<file path="config.mk">
export PLATFORM = sky130hd
export DESIGN_NAME = lsu_mem_access
export DESIGN_NICKNAME = d
export VERILOG_FILES = /design/src/rtl/lsu_mem_access.sv
export SDC_FILE = /design/constraint.sdc
export NUM_CORES = 1
export LEC_CHECK = 0
export ABC_CLOCK_PERIOD_IN_PS = 1900
export CORE_MARGIN = 8
export CORE_UTILIZATION = 40
export CTS_CLUSTER_SIZE = 14
export DETAILED_ROUTE_END_ITERATION = 7
export PLACE_DENSITY = 0.74
export SLEW_MARGIN = 25
export SYNTH_ARGS = -nofsm -noshare
export SYNTH_HDL_FRONTEND = slang
export SYNTH_SLANG_ARGS = --single-unit
</file>
<file path="constraint.sdc">
create_clock -name clk -period 1.9 [get_ports clk]
set_input_delay 0.38 -clock clk [delete_from_list [all_inputs] [get_ports clk]]
set_output_delay 0.38 -clock clk [all_outputs]
set_load 0.1 [all_outputs]
</file>
<file path="src/rtl/lsu_mem_access.sv">
// Load/store unit: runs one request/ready transaction to data memory per accepted op,
// steering store lanes and extending load data; faults on bad size, misalignment or timeout.
module lsu_mem_access #(
  parameter int unsigned TIMEOUT_CYCLES = 16
) (
  input  logic        clk,
  input  logic        reset,
  input  logic        start,
  input  logic        mem_read,
  input  logic        mem_write,
  input  logic [2:0]  funct3,
  input  logic [31:0] addr,
  input  logic [31:0] store_data,
  output logic        stall,
  output logic        done,
  output logic        fault,
  output logic [31:0] load_data,
  output logic        dmem_req,
  output logic        dmem_we,
  output logic [31:0] dmem_addr,
  output logic [31:0] dmem_wdata,
  output logic [3:0]  dmem_wstrb,
  input  logic        dmem_ready,
  input  logic [31:0] dmem_rdata
);

  localparam int unsigned CntW = $clog2(TIMEOUT_CYCLES + 1);

  typedef enum logic [1:0] {StIdle, StReq, StDone, StFault} state_e;

  state_e          state_q, state_d;
  logic            req_q, req_d;
  logic            we_q, we_d;
  logic [31:0]     addr_q, addr_d;
  logic [31:0]     wdata_q, wdata_d;
  logic [3:0]      wstrb_q, wstrb_d;
  logic [31:0]     load_q, load_d;
  logic [CntW-1:0] cnt_q, cnt_d;
  logic [1:0]      size_q, size_d;
  logic            uns_q, uns_d;
  logic [1:0]      off_q, off_d;

  logic            accept;
  logic            load_ok, store_ok, op_ok, misaligned;
  logic [31:0]     st_wdata;
  logic [3:0]      st_wstrb;
  logic [7:0]      rbyte;
  logic [15:0]     rhalf;
  logic [31:0]     ext_data;
  logic [CntW-1:0] cnt_inc;

  assign accept = start & (mem_read | mem_write) & (state_q == StIdle);

  always_comb begin
    load_ok  = (funct3 == 3'b000) || (funct3 == 3'b001) || (funct3 == 3'b010) ||
               (funct3 == 3'b100) || (funct3 == 3'b101);
    store_ok = (funct3 == 3'b000) || (funct3 == 3'b001) || (funct3 == 3'b010);
    // Both direction bits set is never a legal op.
    op_ok    = (mem_read ^ mem_write) & (mem_read ? load_ok : store_ok);
    misaligned = ((funct3[1:0] == 2'b01) & addr[0]) |
                 ((funct3[1:0] == 2'b10) & (addr[1:0] != 2'b00));
  end

  always_comb begin
    unique case (funct3[1:0])
      2'b00: begin
        st_wdata = {4{store_data[7:0]}};
        st_wstrb = 4'b0001 << addr[1:0];
      end
      2'b01: begin
        st_wdata = {2{store_data[15:0]}};
        st_wstrb = 4'b0011 << addr[1:0];
      end
      default: begin
        st_wdata = store_data;
        st_wstrb = 4'b1111;
      end
    endcase
  end

  always_comb begin
    rbyte = dmem_rdata[{off_q, 3'b000} +: 8];
    rhalf = dmem_rdata[{off_q[1], 4'b0000} +: 16];
    unique case (size_q)
      2'b00:   ext_data = {{24{~uns_q & rbyte[7]}}, rbyte};
      2'b01:   ext_data = {{16{~uns_q & rhalf[15]}}, rhalf};
      default: ext_data = dmem_rdata;
    endcase
  end

  assign cnt_inc = cnt_q + CntW'(1);

  always_comb begin
    state_d = state_q;
    req_d   = req_q;
    we_d    = we_q;
    addr_d  = addr_q;
    wdata_d = wdata_q;
    wstrb_d = wstrb_q;
    load_d  = load_q;
    cnt_d   = cnt_q;
    size_d  = size_q;
    uns_d   = uns_q;
    off_d   = off_q;
    unique case (state_q)
      StIdle: begin
        if (accept) begin
          if (op_ok && !misaligned) begin
            req_d   = 1'b1;
            we_d    = mem_write;
            addr_d  = {addr[31:2], 2'b00};
            wdata_d = st_wdata;
            wstrb_d = mem_write ? st_wstrb : 4'b0000;
            cnt_d   = '0;
            size_d  = funct3[1:0];
            uns_d   = funct3[2];
            off_d   = addr[1:0];
            state_d = StReq;
          end else begin
            state_d = StFault;
          end
        end
      end
      StReq: begin
        if (dmem_ready) begin
          if (!we_q) load_d = ext_data;
          req_d   = 1'b0;
          we_d    = 1'b0;
          state_d = StDone;
        end else begin
          cnt_d = cnt_inc;
          if (cnt_inc == CntW'(TIMEOUT_CYCLES)) begin
            req_d   = 1'b0;
            we_d    = 1'b0;
            state_d = StFault;
          end
        end
      end
      StDone:  state_d = StIdle;
      StFault: state_d = StIdle;
      default: state_d = StIdle;
    endcase
  end

  always_ff @(posedge clk) begin
    if (reset) begin
      state_q <= StIdle;
      req_q   <= 1'b0;
      we_q    <= 1'b0;
      addr_q  <= '0;
      wdata_q <= '0;
      wstrb_q <= '0;
      load_q  <= '0;
      cnt_q   <= '0;
      size_q  <= '0;
      uns_q   <= 1'b0;
      off_q   <= '0;
    end else begin
      state_q <= state_d;
      req_q   <= req_d;
      we_q    <= we_d;
      addr_q  <= addr_d;
      wdata_q <= wdata_d;
      wstrb_q <= wstrb_d;
      load_q  <= load_d;
      cnt_q   <= cnt_d;
      size_q  <= size_d;
      uns_q   <= uns_d;
      off_q   <= off_d;
    end
  end

  // Stall drops in the DONE/FAULT cycle so the core advances exactly once.
  assign stall      = accept | (state_q == StReq);
  assign done       = (state_q == StDone) | (state_q == StFault);
  assign fault      = (state_q == StFault);
  assign load_data  = load_q;
  assign dmem_req   = req_q;
  assign dmem_we    = we_q;
  assign dmem_addr  = addr_q;
  assign dmem_wdata = wdata_q;
  assign dmem_wstrb = wstrb_q;

endmodule

</file>
==> flow_metrics.tcl <==
set metrics [dict create \
    drtIter0Drc 533 \
    synthMuxAreaShare_pct 8.71 \
    yosysWarnings 0 \
    drv_cap 0 \
    synth_edf_count 0 \
    die-area_mm2 0.0173 \
    finClkSkew_ps 7.79 \
    core_area_mm2 0.0131 \
    crit_arrival_ps 2050 \
    cp-end-kind "register" \
    drc 0 \
    finalCritPeriodShare_pct 95.8 \
    grt_use_total_pct 22.1 \
    wire_per_inst_um 19.5 \
    synth-xor-area-share_pct 0 \
    path_cells "clkdlybuf4s50_1 > and4bb_2 > buf_4 > o221ai_4 > buf_12 > o21ai_0 > a21oi_1" \
    run_status "complete, no violations" \
    slowest_stage "clkdlybuf4s50_1" \
    hold_violations 0 \
    vias_per_cell 5.63 \
    ant_nets 0 \
    slew_headroom_pct 58.2 \
    rows 42 \
    hold_path.class "in2reg" \
    synth.largest_area_cell "dfxtp_1" \
    critPathTopFamily "buffers and inverters" \
    num_io_pins 210 \
    firstDrtPassIters 5 \
    totalPowerFinal_w 0.00620 \
    numPortBuffers 207 \
    grt_pass1_wl_um 31400 \
    synthSimpleGateAreaFrac_pct 14.7 \
    syn_inst 623 \
    antenna_found_initial 3 \
    powerDensity_mw_per_mm2 748 \
    synth_top_family_by_area "compound AO/OA/AOI/OAI gates" \
    grt_pass1_vias 5879 \
    period_needed_ps 1820 \
    yosys.area.top_type_share_pct 42.0 \
    die_h_um 132 \
    rsz0062_at_grt "false" \
    via_count 5704 \
    worstPathMaxFanout 31 \
    dieWidth_um 132 \
    synth.distinct_cells 59 \
    fmax_ghz 0.550 \
    synth_compound_area_share_pct 27.9 \
    cts_tree "yes" \
    syn-cell-area_mm2 0.00534 \
    cts_root_buf "clkbuf_16" \
    cpPeakStageDelay_ps 560 \
    fin_ws_ps 80.4 \
    drive_above_1_share_pct 26.2 \
    h-tree-depth 3 \
    clock_path_buffers 2 \
    synthArstFlopShare_pct 0 \
    maxSlewViolCount 0 \
    initial_core_util_pct 40.7 \
    layout.nets 937 \
    grt_max_degree 63 \
    clk-insertion-delay-late_ps 350 \
    drt_wl_total_um 19800 \
    clock_sinks 112 \
    synth-seq-area-share_pct 42.0 \
    critPathKind "in2reg" \
    syn_area_per_cell_um2 8.58 \
    worstSetupStartpointType "input pin" \
    critPathBufInv 3 \
    synth_commonest_cells "dfxtp_1 (112), a21oi_1 (79), o21ai_0 (79), nand2_1 (55), nand3_1 (48)" \
    preCtsSetupSlack_ps -499 \
    place.gp.congestion 0.912 \
    synth_fa_ha_area_share_pct 0.468 \
    hpwl_um 14700 \
    synth_flop_cell "dfxtp_1" \
    ys_ff_latch 112 \
    worstPathRequired_ps 2130 \
    worst_pin_slew_ps 626 \
    finalSetupViolCount 0 \
    vdd_drop_max_v 0.000407 \
    leakage_nw 3.21 \
    areaGrowthSynthToFinish_pct 55.1 \
    yosysMostFrequentCell "dfxtp_1" \
    globalRouteOverflowTotal 0 \
    clk_pin_slew_ps 70 \
    synth_top_cells_by_area "dfxtp_1 (42%), a21oi_1 (7.4%), o21ai_0 (7.4%), mux2i_1 (4.5%), nand3_1 (4.5%)" \
    numCtsBuffers 9 \
]
## per-stage QoR
| stage | utilization (%) | cells | hold slack [ps] | setup TNS, ps | area (um2) |
|---|---|---|---|---|---|
| floorplan | - | 624 | 467 | 0 | 5360 |
| global placement | 60.0 | 992 | 463 | -33230 | 7890 |
| detailed placement | 60.0 | 992 | 474 | -38150 | 7890 |
| CTS | 62.8 | 1009 | 265 | 0 | 8250 |
| global route | 63.1 | 1013 | 273 | 0 | 8290 |
| finish | 63.1 | 1013 | 275 | 0 | 8290 |
## sequential cells by signal (all words and copies together) (netlist names)
name        flops
off_q           2
size_q          2
dmem_req        1
dmem_we         1
uns_q           1
state_q         2
dmem_addr      30
cnt_q           5
load_data      32
dmem_wstrb      4
dmem_wdata     32
## cell type report
class,instances,area (um2)
inverter,7,26.3
multi-input combinational,440,2820
fill,1134,4850
clock buffer,14,284
timing repair buffer,260,2650
tap,176,220
antenna,2,5.00
clock inverter,2,35.0
sequential,112,2240
## placed cells by master (no fill, tap or decap), types with 6 or more instances in the layout
cell and n:
clkdlybuf4s50_1 99, dfxtp_1 110, nand2_1 55, o21ai_0 79, a21oi_2 10, a311oi_1 8, clkbuf_16 9, and4_1 8
buf_4 121, o21ai_1 19, a31o_2 7, inv_1 6, mux2_2 6, nor2_1 8, a21oi_1 78, a211oi_1 10
mux2i_1 24, nand3_1 48, mux4_2 7, buf_12 33, nor2b_1 6, a221oi_1 7
## logic make-up (layout without fill, tap and decap cells)
logic type,after synthesis,after routing
adders and majority gates,2,2
DFF,112,112
buffers and inverters,72,283
and+or+nand+nor,152,152
muxes,37,37
other,1,4
AOI/OAI and AO/OA,247,247
## layer usage
| metal | GRT usage [%] | vias up | wire (um) |
|---|---|---|---|
| li1 | - | 2705 | - |
| met1 | 26.1 | 2683 | 8170 |
| met2 | 35.2 | 266 | 9130 |
| met3 | 8.88 | 48 | 1910 |
| met4 | 8.62 | 2 | 574 |
| met5 | 0 | - | 10 |
## where the power goes
| part | switching, W | leakage [nW] | internal, W | total, W |
|---|---|---|---|---|
| registers | 0.0000648 | 0.908 | 0.00243 | 0.00250 |
| clock network | 0.000846 | 0.159 | 0.00117 | 0.00201 |
| logic | 0.00110 | 2.14 | 0.000588 | 0.00169 |
## path summary, 6_finish.rpt
path | startpoint | to | slack, ps | cells past startpoint
hold / removal | reset | dmem_req | 280 | 2
hold reg to reg | dmem_addr[25] | dmem_addr[25] | 480 | 2
setup / recovery | start | dmem_wdata[2] | 80 | 7
setup reg to reg | off_q[1] | load_data[18] | 190 | 7
## repair_timing
item / CTS / global route
pin swaps: 2 / 2
gates cloned: 1 / 0
setup endpoints to repair: 73 / 23
resized for setup: 4 / 4
hold buffers: 0 / 0
setup buffers: 0 / 2
Power figures use the tool's default switching activity.
